===== src/rtl/sram_bist_pkg.sv =====
// Shared types and constants for the SRAM March C- BIST sequencer.
// Holds the FSM state enum, the march element table and the error counter width.
package sram_bist_pkg;

  localparam int unsigned FAIL_CNT_W = 16;

  typedef enum logic [3:0] {
    StIdle,
    StM0,
    StM1,
    StM2,
    StM3,
    StM4,
    StM5,
    StDrain,
    StDone
  } state_e;

  // One march element: walk direction, background polarities and which ops it issues.
  typedef struct packed {
    logic down;    // addr_max..0 instead of 0..addr_max
    logic rd_inv;  // read expects ~P
    logic wr_inv;  // write stores ~P
    logic has_rd;
    logic has_wr;
  } march_elem_t;

  // Indexed by state_e; non-march states issue no commands.
  localparam march_elem_t [8:0] MARCH_TBL = {
    5'b00000,  // StDone
    5'b00000,  // StDrain
    5'b10010,  // StM5: down, r(P)
    5'b11011,  // StM4: down, r(~P) w(P)
    5'b10111,  // StM3: down, r(P) w(~P)
    5'b01011,  // StM2: up, r(~P) w(P)
    5'b00111,  // StM1: up, r(P) w(~P)
    5'b00001,  // StM0: up, w(P)
    5'b00000   // StIdle
  };

endpackage


===== src/rtl/sram_bist_checker.sv =====
// Read-data checker for the March BIST: delays the expected value and address of each
// read by one cycle, compares the masked macro data, captures the first failure and
// keeps a saturating mismatch count.
module sram_bist_checker
  import sram_bist_pkg::*;
#(
  parameter int unsigned ADDR_W = 16,
  parameter int unsigned DATA_W = 32
) (
  input  logic                  clk,
  input  logic                  resetn,
  input  logic                  i_clear,
  input  logic                  i_en,
  input  logic                  i_rd_vld,
  input  logic [ADDR_W-1:0]     i_rd_addr,
  input  logic [DATA_W-1:0]     i_rd_exp,
  input  logic [DATA_W-1:0]     i_cmp_mask,
  input  logic [DATA_W-1:0]     i_dout0,
  output logic                  o_mismatch,
  output logic [ADDR_W-1:0]     o_fail_addr,
  output logic [DATA_W-1:0]     o_fail_data,
  output logic [FAIL_CNT_W-1:0] o_fail_count
);

  logic                  r_vld;
  logic [ADDR_W-1:0]     r_addr;
  logic [DATA_W-1:0]     r_exp;
  logic [ADDR_W-1:0]     r_fail_addr;
  logic [DATA_W-1:0]     r_fail_data;
  logic [FAIL_CNT_W-1:0] r_fail_count;

  // Masked compare of the data returned for the read issued one cycle earlier.
  always_comb begin
    o_mismatch = i_en && r_vld && (((i_dout0 ^ r_exp) & i_cmp_mask) != '0);
  end

  // Align read expectation with the macro's one-cycle read latency.
  always_ff @(posedge clk) begin
    if (!resetn) begin
      r_vld  <= 1'b0;
      r_addr <= '0;
      r_exp  <= '0;
    end else begin
      r_vld  <= i_rd_vld;
      r_addr <= i_rd_addr;
      r_exp  <= i_rd_exp;
    end
  end

  // First-failure capture and saturating error count; cleared at test start.
  always_ff @(posedge clk) begin
    if (!resetn) begin
      r_fail_addr  <= '0;
      r_fail_data  <= '0;
      r_fail_count <= '0;
    end else if (i_clear) begin
      r_fail_addr  <= '0;
      r_fail_data  <= '0;
      r_fail_count <= '0;
    end else if (o_mismatch) begin
      if (r_fail_count == '0) begin
        r_fail_addr <= r_addr;
        r_fail_data <= i_dout0;
      end
      if (r_fail_count != {FAIL_CNT_W{1'b1}}) begin
        r_fail_count <= r_fail_count + FAIL_CNT_W'(1);
      end
    end
  end

  assign o_fail_addr  = r_fail_addr;
  assign o_fail_data  = r_fail_data;
  assign o_fail_count = r_fail_count;

endmodule


===== src/rtl/sram_march_bist.sv =====
// March C- BIST sequencer for the OpenRAM testchip macros. Drives the shared port-0 bus
// and one csb0 line, walks M0..M5, then DRAIN checks the last read before DONE.
// Optional: define SRAM_BIST_ABORT_ON_FAIL_EN to stop at the first mismatch.
module sram_march_bist
  import sram_bist_pkg::*;
#(
  parameter int unsigned ADDR_W    = 16,
  parameter int unsigned DATA_W    = 32,
  parameter int unsigned WMASK_W   = 4,
  parameter int unsigned MAX_CHIPS = 16,
  parameter int unsigned CHIP_W    = 4
) (
  input  logic                  clk,
  input  logic                  resetn,
  input  logic                  i_start,
  input  logic [CHIP_W-1:0]     i_chip_sel,
  input  logic [ADDR_W-1:0]     i_addr_max,
  input  logic [DATA_W-1:0]     i_pattern,
  input  logic [DATA_W-1:0]     i_cmp_mask,
  input  logic [DATA_W-1:0]     i_dout0,
  output logic [MAX_CHIPS-1:0]  o_csb0,
  output logic                  o_web0,
  output logic [WMASK_W-1:0]    o_wmask0,
  output logic [ADDR_W-1:0]     o_addr0,
  output logic [DATA_W-1:0]     o_din0,
  output logic                  o_busy,
  output logic                  o_done,
  output logic                  o_pass,
  output logic [ADDR_W-1:0]     o_fail_addr,
  output logic [DATA_W-1:0]     o_fail_data,
  output logic [FAIL_CNT_W-1:0] o_fail_count
);

  state_e                r_state, w_state_d;
  logic [ADDR_W-1:0]     r_addr, w_addr_d;
  logic                  r_wr, w_wr_d;
  logic [CHIP_W-1:0]     r_chip;
  logic [ADDR_W-1:0]     r_max;
  logic [DATA_W-1:0]     r_pat, r_mask;
  logic [MAX_CHIPS-1:0]  r_csb, w_csb_d;
  logic                  r_web;
  logic [WMASK_W-1:0]    r_wmask;
  logic [DATA_W-1:0]     r_din, w_din_d, r_exp, w_exp_d;
  logic                  r_rd;
  logic                  w_acc, w_last, w_cmd, w_wr_cmd, w_mismatch, w_active;
  logic [CHIP_W-1:0]     w_chip;
  logic [DATA_W-1:0]     w_pat;
  march_elem_t           w_cur, w_nxt;

  // Next command: element sequencing, address walk and the bus values it implies.
  always_comb begin
    w_acc     = i_start && ((r_state == StIdle) || (r_state == StDone));
    w_cur     = MARCH_TBL[r_state];
    w_last    = w_cur.down ? (r_addr == '0) : (r_addr == r_max);
    w_state_d = r_state;
    w_addr_d  = r_addr;
    w_wr_d    = r_wr;
    w_nxt     = '0;
    unique case (r_state)
      StIdle, StDone: begin
        if (w_acc) begin
          w_state_d = StM0;
          w_addr_d  = '0;
          w_wr_d    = 1'b1;
        end
      end
      StDrain: w_state_d = StDone;
      default: begin
        if (w_cur.has_rd && w_cur.has_wr && !r_wr) begin
          w_wr_d = 1'b1;  // write back to the address just read
        end else if (w_last) begin
          w_state_d = state_e'(r_state + 4'd1);
          w_nxt     = MARCH_TBL[w_state_d];
          w_addr_d  = w_nxt.down ? r_max : '0;
          w_wr_d    = !w_nxt.has_rd;
        end else begin
          w_addr_d = w_cur.down ? (r_addr - ADDR_W'(1)) : (r_addr + ADDR_W'(1));
          w_wr_d   = !w_cur.has_rd;
        end
      end
    endcase
`ifdef SRAM_BIST_ABORT_ON_FAIL_EN
    if (w_mismatch) w_state_d = StDone;
`endif
    // Config is latched on the accept edge, so use the live inputs for the first command.
    w_chip   = w_acc ? i_chip_sel : r_chip;
    w_pat    = w_acc ? i_pattern : r_pat;
    w_nxt    = MARCH_TBL[w_state_d];
    w_cmd    = w_nxt.has_rd || w_nxt.has_wr;
    w_wr_cmd = w_cmd && w_wr_d;
    w_din_d  = w_wr_cmd ? (w_nxt.wr_inv ? ~w_pat : w_pat) : '0;
    w_exp_d  = w_nxt.rd_inv ? ~w_pat : w_pat;
    w_csb_d  = '1;
    for (int unsigned i = 0; i < MAX_CHIPS; i++) begin
      if (w_cmd && ({{(32 - CHIP_W){1'b0}}, w_chip} == i)) w_csb_d[i] = 1'b0;
    end
  end

  // FSM state, address counter and registered port-0 bus.
  always_ff @(posedge clk) begin
    if (!resetn) begin
      r_state <= StIdle;
      r_addr  <= '0;
      r_wr    <= 1'b0;
      r_csb   <= '1;
      r_web   <= 1'b1;
      r_wmask <= '0;
      r_din   <= '0;
      r_rd    <= 1'b0;
      r_exp   <= '0;
    end else begin
      r_state <= w_state_d;
      r_addr  <= w_addr_d;
      r_wr    <= w_wr_d;
      r_csb   <= w_csb_d;
      r_web   <= !w_wr_cmd;
      r_wmask <= w_wr_cmd ? '1 : '0;
      r_din   <= w_din_d;
      r_rd    <= w_cmd && !w_wr_d;
      r_exp   <= w_exp_d;
    end
  end

  // Test configuration captured when start is accepted.
  always_ff @(posedge clk) begin
    if (!resetn) begin
      r_chip <= '0;
      r_max  <= '0;
      r_pat  <= '0;
      r_mask <= '0;
    end else if (w_acc) begin
      r_chip <= i_chip_sel;
      r_max  <= i_addr_max;
      r_pat  <= i_pattern;
      r_mask <= i_cmp_mask;
    end
  end

  // Compares are only meaningful while a test runs; a read left in flight by an abort
  // lands in DONE and is ignored.
  assign w_active = (r_state != StIdle) && (r_state != StDone);

  sram_bist_checker #(
    .ADDR_W(ADDR_W),
    .DATA_W(DATA_W)
  ) u_checker (
    .clk         (clk),
    .resetn      (resetn),
    .i_clear     (w_acc),
    .i_en        (w_active),
    .i_rd_vld    (r_rd),
    .i_rd_addr   (r_addr),
    .i_rd_exp    (r_exp),
    .i_cmp_mask  (r_mask),
    .i_dout0     (i_dout0),
    .o_mismatch  (w_mismatch),
    .o_fail_addr (o_fail_addr),
    .o_fail_data (o_fail_data),
    .o_fail_count(o_fail_count)
  );

  assign o_csb0   = r_csb;
  assign o_web0   = r_web;
  assign o_wmask0 = r_wmask;
  assign o_addr0  = r_addr;
  assign o_din0   = r_din;
  assign o_busy   = w_active;
  assign o_done   = (r_state == StDone);
  assign o_pass   = o_done && (o_fail_count == '0);

endmodule


===== config.mk =====
export PLATFORM = sky130hd
export DESIGN_NAME = sram_march_bist
export DESIGN_NICKNAME = d
export VERILOG_FILES = /design/src/rtl/sram_bist_pkg.sv /design/src/rtl/sram_bist_checker.sv /design/src/rtl/sram_march_bist.sv
export SDC_FILE = /design/constraint.sdc
export NUM_CORES = 1
export LEC_CHECK = 0
export CAP_MARGIN = 20
export CELL_PAD_IN_SITES_DETAIL_PLACEMENT = 0
export CELL_PAD_IN_SITES_GLOBAL_PLACEMENT = 1
export CORE_MARGIN = 2
export CORE_UTILIZATION = 42
export DETAILED_ROUTE_END_ITERATION = 7
export GPL_TIMING_DRIVEN = 1
export PLACE_DENSITY_LB_ADDON = 0.05
export SLEW_MARGIN = 20
export SYNTH_ARGS = -nofsm -noshare
export SYNTH_HDL_FRONTEND = slang
export SYNTH_HIERARCHICAL = 1
export SYNTH_SLANG_ARGS = --single-unit

===== constraint.sdc =====
create_clock -name clk -period 6.81 [get_ports clk]
set_input_delay 1.362 -clock clk [delete_from_list [all_inputs] [get_ports clk]]
set_output_delay 1.362 -clock clk [all_outputs]
set_load 0.03 [all_outputs]

# Word-level counts from Yosys, hierarchy flattened
# Memories as Yosys holds them, arrays and structs flattened. A register that Yosys moved wholly into a read port is not among the register bits.
# Cells that the tools add are included.
[op_classes]
eq_ne = 22
bitwise = 5
n_reduce_logical = 44
magnitude_cmp = 3
add_sub_neg = 4
mux = 40
[op_table]
columns = ["operator", "count"]
rows = [
  ["32-bit two-way mux", 3],
  ["16-bit two-way mux", 5],
  ["4-bit == test (second input constant)", 9],
  ["16-bit by 1-bit adder with 16-bit output (second input constant)", 2],
  ["32-bit AND", 1],
  ["16-bit zero test", 2],
  ["32-bit inverter", 1],
  ["16-bit one-hot mux with 2 select lines", 1],
  ["32-bit nonzero test", 1],
  ["32-bit bitwise XOR", 1],
  ["4-bit two-way mux", 7],
  ["1-bit logical AND", 25],
  ["4-bit by 3-bit == test with 1-bit output (second input constant)", 5],
  ["1-bit two-way mux", 20],
  ["16-bit == test", 1],
  ["16-bit inequality test (second input constant)", 1],
  ["16-bit by 1-bit subtractor with 16-bit output (second input constant)", 1],
  ["4-bit by 5-bit < comparator with 1-bit output (second input constant)", 3],
  ["5-bit two-way mux", 2],
  ["4-bit by 2-bit == test with 1-bit output (second input constant)", 2],
  ["4-bit zero test", 2],
  ["4-bit one-hot mux with 2 select lines", 1],
  ["2-bit AND reduction", 3],
  ["1-bit zero test", 5],
  ["10 further kinds", 14],
]
[totals]
inputBits = 119
n_memories = 3
ff_bits = 304
romBits = 240
[memory_table]
columns = ["name", "depth", "word_bits", "rd", "rd_clocked_by_memory_dff", "wr", "line", "rtl"]
rows = [
  ["(name not given)", 16, 5, 1, 0, 0, "sram_march_bist.sv:88", "w_nxt = MARCH_TBL[w_state_d];"],
  ["(name not given)", 16, 5, 1, 0, 0, "sram_march_bist.sv:73", "w_nxt = MARCH_TBL[w_state_d];"],
  ["(name not given)", 16, 5, 1, 1, 0, "sram_march_bist.sv:53", "w_cur = MARCH_TBL[r_state];"],
]

# Longest topological paths before layout
# Gate-level depths: netlist (run 1).
[logic_depth]
depth_word = 11
ltp_mapped = 14
mapped_depth_nobuf = 11

# Hierarchy
# Netlist (run 1), hierarchy kept.
[modules_own_cells]
columns = ["mod", "seq_area_each_um2", "cells_each", "area_per_inst_um2", "n_inst"]
rows = [
  ["sram_march_bist", 3823.7, 1038, 8837.2, 1],
  ["sram_bist_checker", 2262.2, 493, 4569.4, 1],
]

# Worst setup path before layout (run 1)
# No wires, ideal clock.
[synth_path]
path_type = "in2reg"
startpoint = "in i_start"
endpoint = "reg u_checker.r_fail_addr[0], in the netlist u_checker/o_fail_addr[0]"
path_stages = 11
arrival_time_ps = 3732
path_slack_ps = 2946
path_buffers = 7
t_required_ps = 6678
setup_time_ps = 132
cell_sequence = "nand2_1 inv_1 buf_2 buf_1 clkbuf_1 buf_1 nand2b_1 clkbuf_1 clkbuf_1 clkbuf_1 a21oi_1"
[synth_via]
elab_chain_len = 2
[synth_rtl]
columns = ["item", "line", "rtl"]
rows = [
  ["start: declaration", "sram_march_bist.sv:15", "input logic i_start,"],
  ["1-bit logical AND", "sram_march_bist.sv:52", "w_acc = i_start && ((r_state == StIdle) || (r_state == StDone));"],
  ["net w_acc", "sram_march_bist.sv:45", "logic w_acc, w_last, w_cmd, w_wr_cmd, w_mismatch, w_active;"],
  ["2-bit OR reduction (no source line)", "n/a", ""],
  ["end signal: assignment", "sram_bist_checker.sv:62", "r_fail_addr <= r_addr;"],
  ["end: declaration", "sram_bist_checker.sv:28", "logic [ADDR_W-1:0] r_fail_addr;"],
]
# The timed path passes the listed nets, and every way through them passes these cells.
# A chain may end at the register's enable or synchronous reset.

==> results.json, run 1 <==
{
  "status": "finished clean",
  "leakage_nw": 6.303,
  "netlist_instances": 1530,
  "die_x_um": 182.6,
  "synth_nets": 1669,
  "crit_slowest_cell": "and4_4",
  "areaGrowthSynthToFinish_pct": 28.35,
  "instances_no_fill": 2143,
  "drt.antenna.violating_nets": 0,
  "grt_pass1_wl_um": 60480,
  "nFillCells": 2881,
  "vias": 11640,
  "endpoint_kind": "flop",
  "period_share_pct": 65.88,
  "rsz0062_at_grt": "false",
  "tns_ns": 0,
  "setup_viol": 0,
  "p_switching_mw": 1.199,
  "via_per_inst": 5.429,
  "path_class": "in -> reg",
  "ir_worst_vdd_mv": 0.1779,
  "die-area_um2": 33360,
  "finalHoldViolCount": 0,
  "drt-total-wl_um": 39220,
  "drv_cap": 0,
  "netlist_area_um2": 13400,
  "drive_gt1_share_pct": 7.414,
  "grt_max_degree": 88,
  "drt-pass1-iter-count": 5,
  "placed_area_um2": 16050,
  "io_pins": 255,
  "cts_max_path_buffers": 3,
  "dp_hpwl_um": 26630,
  "grt_pass1_vias": 10690,
  "worst-path-max-fanout": 59,
  "arrival_ns": 4.87,
  "p_sw_share_pct": 26.72,
  "cts_resized": 0,
  "clk_latency_ns": 0.51,
  "syn_avg_cell_area_um2": 8.760,
  "clk_pin_slew_ns": 0.06,
  "pwr-share-comb_pct": 15.4,
  "antenna_found_initial": 1,
  "path_cells": "clkdlybuf4s50_1 -> nand2_2 -> inv_4 -> nor2_1 -> a21o_1 -> a211oi_4 -> buf_4 -> and4_4 -> mux2_2",
  "tightest_slew_ns": 1.035,
  "holdWs_ns": 0.4336,
  "die_h_um": 182.6,
  "cts_root_buf": "clkbuf_16",
  "slew_headroom_pct": 30.66,
  "start_util_pct": 42.58,
  "nets": 1857,
  "num_rows": 65,
  "p_seq_share_pct": 42.9,
  "cp-start-kind": "primary input",
  "core_area_um2": 31470,
  "wl_per_cell_um": 18.30,
  "critPathMaxStageDelay_ns": 0.73,
  "fmax_ghz": 0.2229,
  "clkPwrFrac_pct": 41.7,
  "p_int_mw": 3.290,
  "finalCriticalPeriod_ns": 4.486,
  "cts.sinks": 304,
  "htree_levels": 2,
  "drc_errors": 0,
  "skew_ns": 0.01722,
  "placedCellCount": 2084,
  "hold_path.class": "reg -> reg",
  "gr-total-overflow": 0,
  "hold_buffers": 0,
  "cts_buffers": 34,
  "drt-initial-drc-count": 662,
  "portBuffers": 254,
  "grt_use_total_pct": 22.72,
  "ys_warn_count": 6,
  "worstPathRequired_ns": 7.19,
  "gp_congestion": 0.8468,
  "drv_slew": 0,
  "p_per_area_nw_per_um2": 261.0,
  "postCtsSetupBuffers": 0,
  "cts_tree": "done",
  "fin_area_um2": 17200
}
## path summary, 6_finish.rpt
check / from / slack (ns) / endpoint / cells past startpoint
max reg2reg: w_cur[4]$_SDFF_PP0_ / 2.57 / r_exp[1]$_SDFF_PN0_ / 10
min: r_exp[21]$_SDFF_PN0_ / 0.43 / u_checker/r_exp[21]$_SDFF_PN0_ / 1
min reg2reg: r_exp[21]$_SDFF_PN0_ / 0.43 / u_checker/r_exp[21]$_SDFF_PN0_ / 1
max: i_start / 2.32 / r_exp[1]$_SDFF_PN0_ / 9
## layout make-up
class	count	area [µm²]	share of cell area, %
Multi-Input combinational cell	1094	6738	39.17
Clock buffer	48	1027	5.971
Timing Repair Buffer	268	2655	15.43
Inverter	16	63.81	0.3709
Sequential cell	304	6086	35.38
Tap cell	402	503.0	2.924
Clock inverter	10	127.6	0.7419
Antenna cell	1	2.502	0.01455
## sequential cells by signal, summed over array words and instances, names as in the netlist, 32 cells and up
signal                 flops
o_din0                    32
r_exp                     32
r_mask                    32
r_pat                     32
u_checker/o_fail_data     32
u_checker/r_exp           32
## critical path: cells and delay by family
kind / cells / cell delay, ns
buffers and inverters: 3 / 1.47
AND/OR/NAND/NOR: 3 / 1.15
AO/OA/AOI/OAI: 2 / 0.45
multiplexers: 1 / 0.41
## metal layers
layer  vias up  part of all wire (%)  global-route usage, %
li1       5758                     -                      -
met1      5474                    50                  35.05
met2       368                    42                  32.84
met3        35                   6.6                  3.712
met4         0                   1.5                  5.129
met5         -                     0                      0
## cell usage in the layout (no fill, tap or decap), drive strengths merged, types with 39 or more instances in the layout
| cell | count |
|---|---|
| clkdlybuf4s50 | 253 |
| o21ai | 88 |
| a21oi | 130 |
| nor2 | 92 |
| dfxtp | 304 |
| clkbuf | 48 |
| nand3 | 94 |
| nand2 | 208 |
| and2 | 75 |
| xor2 | 39 |
## metrics by stage
stage,utilization [%],total power [mW],setup WS [ns]
after floorplan,-,2.401,2.946
after global placement,50.91,2.651,1.827
after detailed placement,50.98,2.652,1.793
after CTS,54.65,4.537,2.312
after global routing,54.65,4.686,2.088
final,54.66,4.489,2.324
## power by group through the flow
stage	clock (mW)	sequential, mW	combinational (mW)
4_1_cts	1.92	1.92	0.695
3_5_place_dp	0	1.96	0.692
6_report	1.87	1.92	0.693
5_1_grt	2.00	1.93	0.757
2_1_floorplan	0	1.98	0.425
3_3_place_gp	0	1.96	0.688
(Power assumes the default switching activity.)
==> inputs of run 2 (changes only) <==
- CORE_UTILIZATION: 42 -> 39
- clock period: 6.81 -> 4.6 ns (I/O delays scaled with it)
==> run 2 against run 1 <==
Cell count rose by 2.7%. Cell area is 1.4% higher. Non-clock buffer count is 5 higher. Sequential share of layout area is 0.48 points lower. Largest power group is now clock. Utilization is 2.9 points lower. Sequential power increased by 48%. Global-route usage about the same. Via count increased by 0.92%. Critical endpoint is now r_rd$_SDFF_PN0_. Routed wire length is 6.0% higher.
==> results.json, run 2 (same netlist as run 1, synthesis figures left out) <==
{
  "antenna_found_initial": 0,
  "gr-total-overflow": 0,
  "die_x_um": 189.4,
  "areaGrowthSynthToFinish_pct": 30.13,
  "holdWs_ns": 0.4337,
  "finalHoldViolCount": 0,
  "clk_latency_ns": 0.52,
  "status": "finished clean",
  "worst_path_dominant_cell_family": "simple AND/OR/NAND/NOR gates",
  "vias": 11740,
  "hold_buffers": 0,
  "final_common_cell": "dfxtp_1",
  "n_antenna_cell": 0,
  "period_share_pct": 83.69,
  "rsz0062_at_grt": "false",
  "drive_gt1_share_pct": 8.100,
  "cp-start-kind": "flop",
  "die-area_um2": 35860,
  "endpoint_kind": "flop",
  "gp_congestion": 0.8198,
  "skew_ns": 0.01834,
  "ir_worst_vdd_mv": 0.2556,
  "cts_resized": 0,
  "hold_path.class": "reg -> reg",
  "grt_pass1_wl_um": 65140,
  "clk_pin_slew_ns": 0.06,
  "nets": 1864,
  "critPathMaxStageDelay_ns": 0.82,
  "wl_per_cell_um": 18.89,
  "cts_buffers": 36,
  "drt-initial-drc-count": 809,
  "setup_viol": 0,
  "p_total_mw": 6.889,
  "cts_root_buf": "clkbuf_16",
  "drt-pass1-iter-count": 5,
  "grt_max_degree": 116,
  "fmax_ghz": 0.2598,
  "setup_ws_ns": 0.7502,
  "htree_levels": 2,
  "placed_area_um2": 16170,
  "drv_cap": 0,
  "postCtsSetupBuffers": 0,
  "leakage_nw": 6.406,
  "via_per_inst": 5.335,
  "cts_max_path_buffers": 3,
  "fin_area_um2": 17440,
  "grt_pass1_vias": 11170,
  "core_area_um2": 33700,
  "io_pins": 255,
  "slew_headroom_pct": 27.00,
  "cts_tree": "done",
  "worst-path-max-fanout": 31,
  "r2r_setup_slack_ns": 0.75,
  "dp_hpwl_um": 27830,
  "multiInputGateArea_um2": 6739,
  "path_class": "reg -> reg",
  "worstPathRequired_ns": 5.00,
  "cts.sinks": 304,
  "layout_common_cells": "dfxtp_1 (304), clkdlybuf4s50_1 (253), nand2_1 (206)",
  "start_util_pct": 39.77,
  "dp_slack_ns": 0.5954,
  "seq_area_um2": 6086,
  "die_h_um": 189.4,
  "tns_ns": 0,
  "path_cells": "inv_1 -> ha_1 -> nor2b_1 -> nor3b_2 -> nor2_1 -> a21o_1 -> a211oi_4 -> buf_4 -> o211ai_1 -> o2111a_1 -> and2_1",
  "path_buf_inv": 2,
  "grt_use_total_pct": 22.74,
  "num_rows": 67,
  "finalCriticalPeriod_ns": 3.850,
  "arrival_ns": 4.25,
  "portBuffers": 254,
  "drv_slew": 0,
  "p_per_area_nw_per_um2": 395.0,
  "drt.antenna.violating_nets": 0,
  "drc_errors": 0,
  "tightest_slew_ns": 1.095,
  "nFillCells": 3219,
  "crit_slowest_cell": "nor3b_2",
  "drt-total-wl_um": 41570
}
run 2: changes by cell type in the layout (fill, tap and decap cells not counted), moves of 2 or more:
cell      before  now
clkinv_2       7   10
buf_4         13   16
buf_12         1    3
clkbuf_8       6    9
run 2: path summary, 6_finish.rpt:
path	from	endpoint	depth (start not counted)
max	r_state[0]$_SDFF_PN0_	r_rd$_SDFF_PN0_	11
min	r_exp[12]$_SDFF_PN0_	u_checker/r_exp[12]$_SDFF_PN0_	1
max reg2reg	r_state[0]$_SDFF_PN0_	r_rd$_SDFF_PN0_	11
min reg2reg	r_exp[12]$_SDFF_PN0_	u_checker/r_exp[12]$_SDFF_PN0_	1
run 2: final cells by class:
| type | instances | share of cell area, % |
|---|---|---|
| clock inverter | 14 | 1.040 |
| tap | 448 | 3.214 |
| inverter | 16 | 0.3659 |
| multi-input combinational | 1094 | 38.64 |
| timing repair buffer | 273 | 15.58 |
| sequential | 304 | 34.89 |
| clock buffer | 52 | 6.270 |
run 2: metal layers:
layer / vias to the layer above / track usage (%) / share of wire [%]
met3: 48 / 3.559 / 5.1
met2: 303 / 34.00 / 43
met4: 0 / 4.711 / 1.5
met1: 5611 / 34.35 / 50
met5: - / 0 / 0
li1: 5780 / - / -
run 2: where the power goes:
part / internal [mW] / total [mW] / switching [mW] / leakage [nW]
Clock: 1.88 / 3.00 / 1.12 / 0.638
Combinational: 0.393 / 1.04 / 0.648 / 3.29
Sequential: 2.77 / 2.85 / 0.0817 / 2.48
run 2: metrics by stage:
| stage | cells | utilization (%) |
|---|---|---|
| 3_5_place_dp | 2135 | 47.97 |
| 2_1_floorplan | 1530 | - |
| 4_1_cts | 2201 | 51.76 |
| 6_report | 2201 | 51.76 |
| 3_3_place_gp | 2134 | 47.91 |
| 5_1_grt | 2201 | 51.76 |
run 2: worst reg2reg max path, delay by kind of cell (launching register included):
family | cells | cell delay, ns
and+or+nand+nor | 4 | 1.57
AOI/OAI and AO/OA | 4 | 1.10
buffers and inverters | 2 | 0.48
DFF | 1 | 0.37
adders and majority gates | 1 | 0.21
==> inputs of run 3 (changes only) <==
- clock period: 4.6 -> 3.75 ns (I/O delays scaled with it)
==> run 3 against run 2 <==
First-iteration DRC count decreased by 0.87%. Sequential share of layout area decreased by 0.20 points. Total power grew 23%. Flip-flop and latch count is the same. Hold slack got worse by 0.016 ns. Critical path depth fell by 4. Sequential power rose by 22%. Critical path type is now reg -> out. Cell count increased by 0.55%. Clock-buffer cell count shrank 1. Combinational power grew 24%.
==> results.json, run 3 (same netlist as run 1, synthesis figures left out) <==
{
  "status": "finished clean",
  "skew_ns": 0.02118,
  "worst_path_dominant_cell_family": "simple AND/OR/NAND/NOR gates",
  "clk_pin_slew_ns": 0.06,
  "gp_congestion": 0.8423,
  "setup_viol": 0,
  "cts.sinks": 304,
  "start_util_pct": 39.77,
  "tightest_slew_ns": 0.9403,
  "cts_tree": "done",
  "leakage_nw": 6.447,
  "antenna_found_initial": 0,
  "gr-total-overflow": 0,
  "grt_use_total_pct": 22.09,
  "worst-path-max-fanout": 5,
  "fmax_ghz": 0.2865,
  "drv_slew": 0,
  "grt_max_degree": 88,
  "final_common_cell": "dfxtp_1",
  "core_area_um2": 33700,
  "n_antenna_cell": 0,
  "nets": 1876,
  "worstPathRequired_ns": 3.00,
  "slew_headroom_pct": 37.31,
  "drt-initial-drc-count": 802,
  "portBuffers": 254,
  "grt_pass1_vias": 11080,
  "grt_pass1_wl_um": 63260,
  "drc_errors": 0,
  "critPathMaxStageDelay_ns": 0.67,
  "path_class": "reg -> out",
  "cts_buffers": 36,
  "dp_hpwl_um": 27740,
  "crit_slowest_cell": "clkdlybuf4s50_1",
  "hold_buffers": 0,
  "path_cells": "inv_1 -> ha_1 -> nor2b_2 -> and2_1 -> nand3_1 -> nor2_1 -> clkdlybuf4s50_1",
  "wl_per_cell_um": 18.31,
  "via_per_inst": 5.299,
  "drt.antenna.violating_nets": 0,
  "ir_worst_vdd_mv": 0.3402,
  "cts_max_path_buffers": 3,
  "rsz0062_at_grt": "false",
  "p_per_area_nw_per_um2": 484.9,
  "areaGrowthSynthToFinish_pct": 30.88,
  "setup_ws_ns": 0.2592,
  "drive_gt1_share_pct": 8.555,
  "rr_startpoint": "o_addr0[15]$_SDFFE_PN0P_",
  "cp-start-kind": "flop",
  "drt-pass1-iter-count": 5,
  "drt-total-wl_um": 40520,
  "critPathLaunch": "r_state[0]$_SDFF_PN0_",
  "layout_common_cells": "dfxtp_1 (304), clkdlybuf4s50_1 (253), nand2_1 (206)",
  "htree_levels": 2,
  "die_x_um": 189.4,
  "drv_cap": 0,
  "finalHoldViolCount": 0,
  "tns_ns": 0,
  "endpoint_kind": "output port",
  "clk_latency_ns": 0.52,
  "dp_slack_ns": 0.3170,
  "cts_root_buf": "clkbuf_16",
  "io_pins": 255,
  "arrival_ns": 2.74,
  "hold_path.class": "reg -> reg",
  "hp-start": "r_exp[16]$_SDFF_PN0_",
  "die-area_um2": 35860,
  "num_rows": 67,
  "path_buf_inv": 2,
  "vias": 11730,
  "die_h_um": 189.4,
  "finalCriticalPeriod_ns": 3.491,
  "period_share_pct": 93.09
}
## run 3: cell count changes in the layout (fill, tap and decap cells not counted), sizes merged
cell / previous run / this run
buf: 20 / 32
bufinv: 4 / 6
clkbuf: 52 / 51
clkinv: 11 / 6
clkinvlp: 0 / 2
inv: 15 / 17
## run 3: report_power, final
part	internal [mW]	leakage (nW)	switching, mW
Combinational	0.496	3.36	0.798
Clock	2.34	0.616	1.39
Sequential	3.40	2.48	0.0928
Total	6.23	6.45	2.28
## run 3: area by class of cell
class	instances	area (µm²)
Clock buffer	51	1028
Clock inverter	15	241.5
Fill cell	3190	16160
Inverter	16	63.81
Multi-Input combinational cell	1094	6741
Sequential cell	304	6086
Tap cell	448	560.5
Timing Repair Buffer	285	2820
## run 3: worst paths after layout
kind	slack, ns	end	cells after the start
hold / removal	0.42	u_checker/r_exp[16]$_SDFF_PN0_	1
setup reg to reg	0.38	r_exp[1]$_SDFF_PN0_	9
setup / recovery	0.26	o_pass	7
hold reg to reg	0.42	u_checker/r_exp[16]$_SDFF_PN0_	1
## run 3: repair_timing
item                       CTS  global route
setup buffers                0             0
setup endpoints to repair    0             1
resized for setup            0             1
## run 3: metrics by stage
stage | hold WS, ns | util [%] | power (mW) | area (µm²) | std cells
global placement | 0.4174 | 48.28 | 4.851 | 16270 | 2147
detailed placement | 0.4198 | 48.28 | 4.853 | 16270 | 2147
finish | 0.4181 | 52.05 | 8.505 | 17540 | 2213
global route | 0.4414 | 52.05 | 8.878 | 17540 | 2213
CTS | 0.4191 | 52.05 | 8.612 | 17540 | 2213
floorplan | 0.4119 | - | 4.361 | 13400 | 1530
## run 3: worst reg2reg max path, delay by kind of cell, from the launching register on
family          cells  cell delay, ns
mux                 2            0.77
flops               1            0.39
simple gates        4            1.60
compound gates      2            0.33
buf+inv             1            0.17
## run 3: routing by layer
metal	vias up	wire length [µm]	track usage (%)
met4	0	909	5.963
met3	66	2465	4.059
li1	5793	-	-
met2	353	16990	31.97
met5	-	0	0
met1	5515	20150	33.33
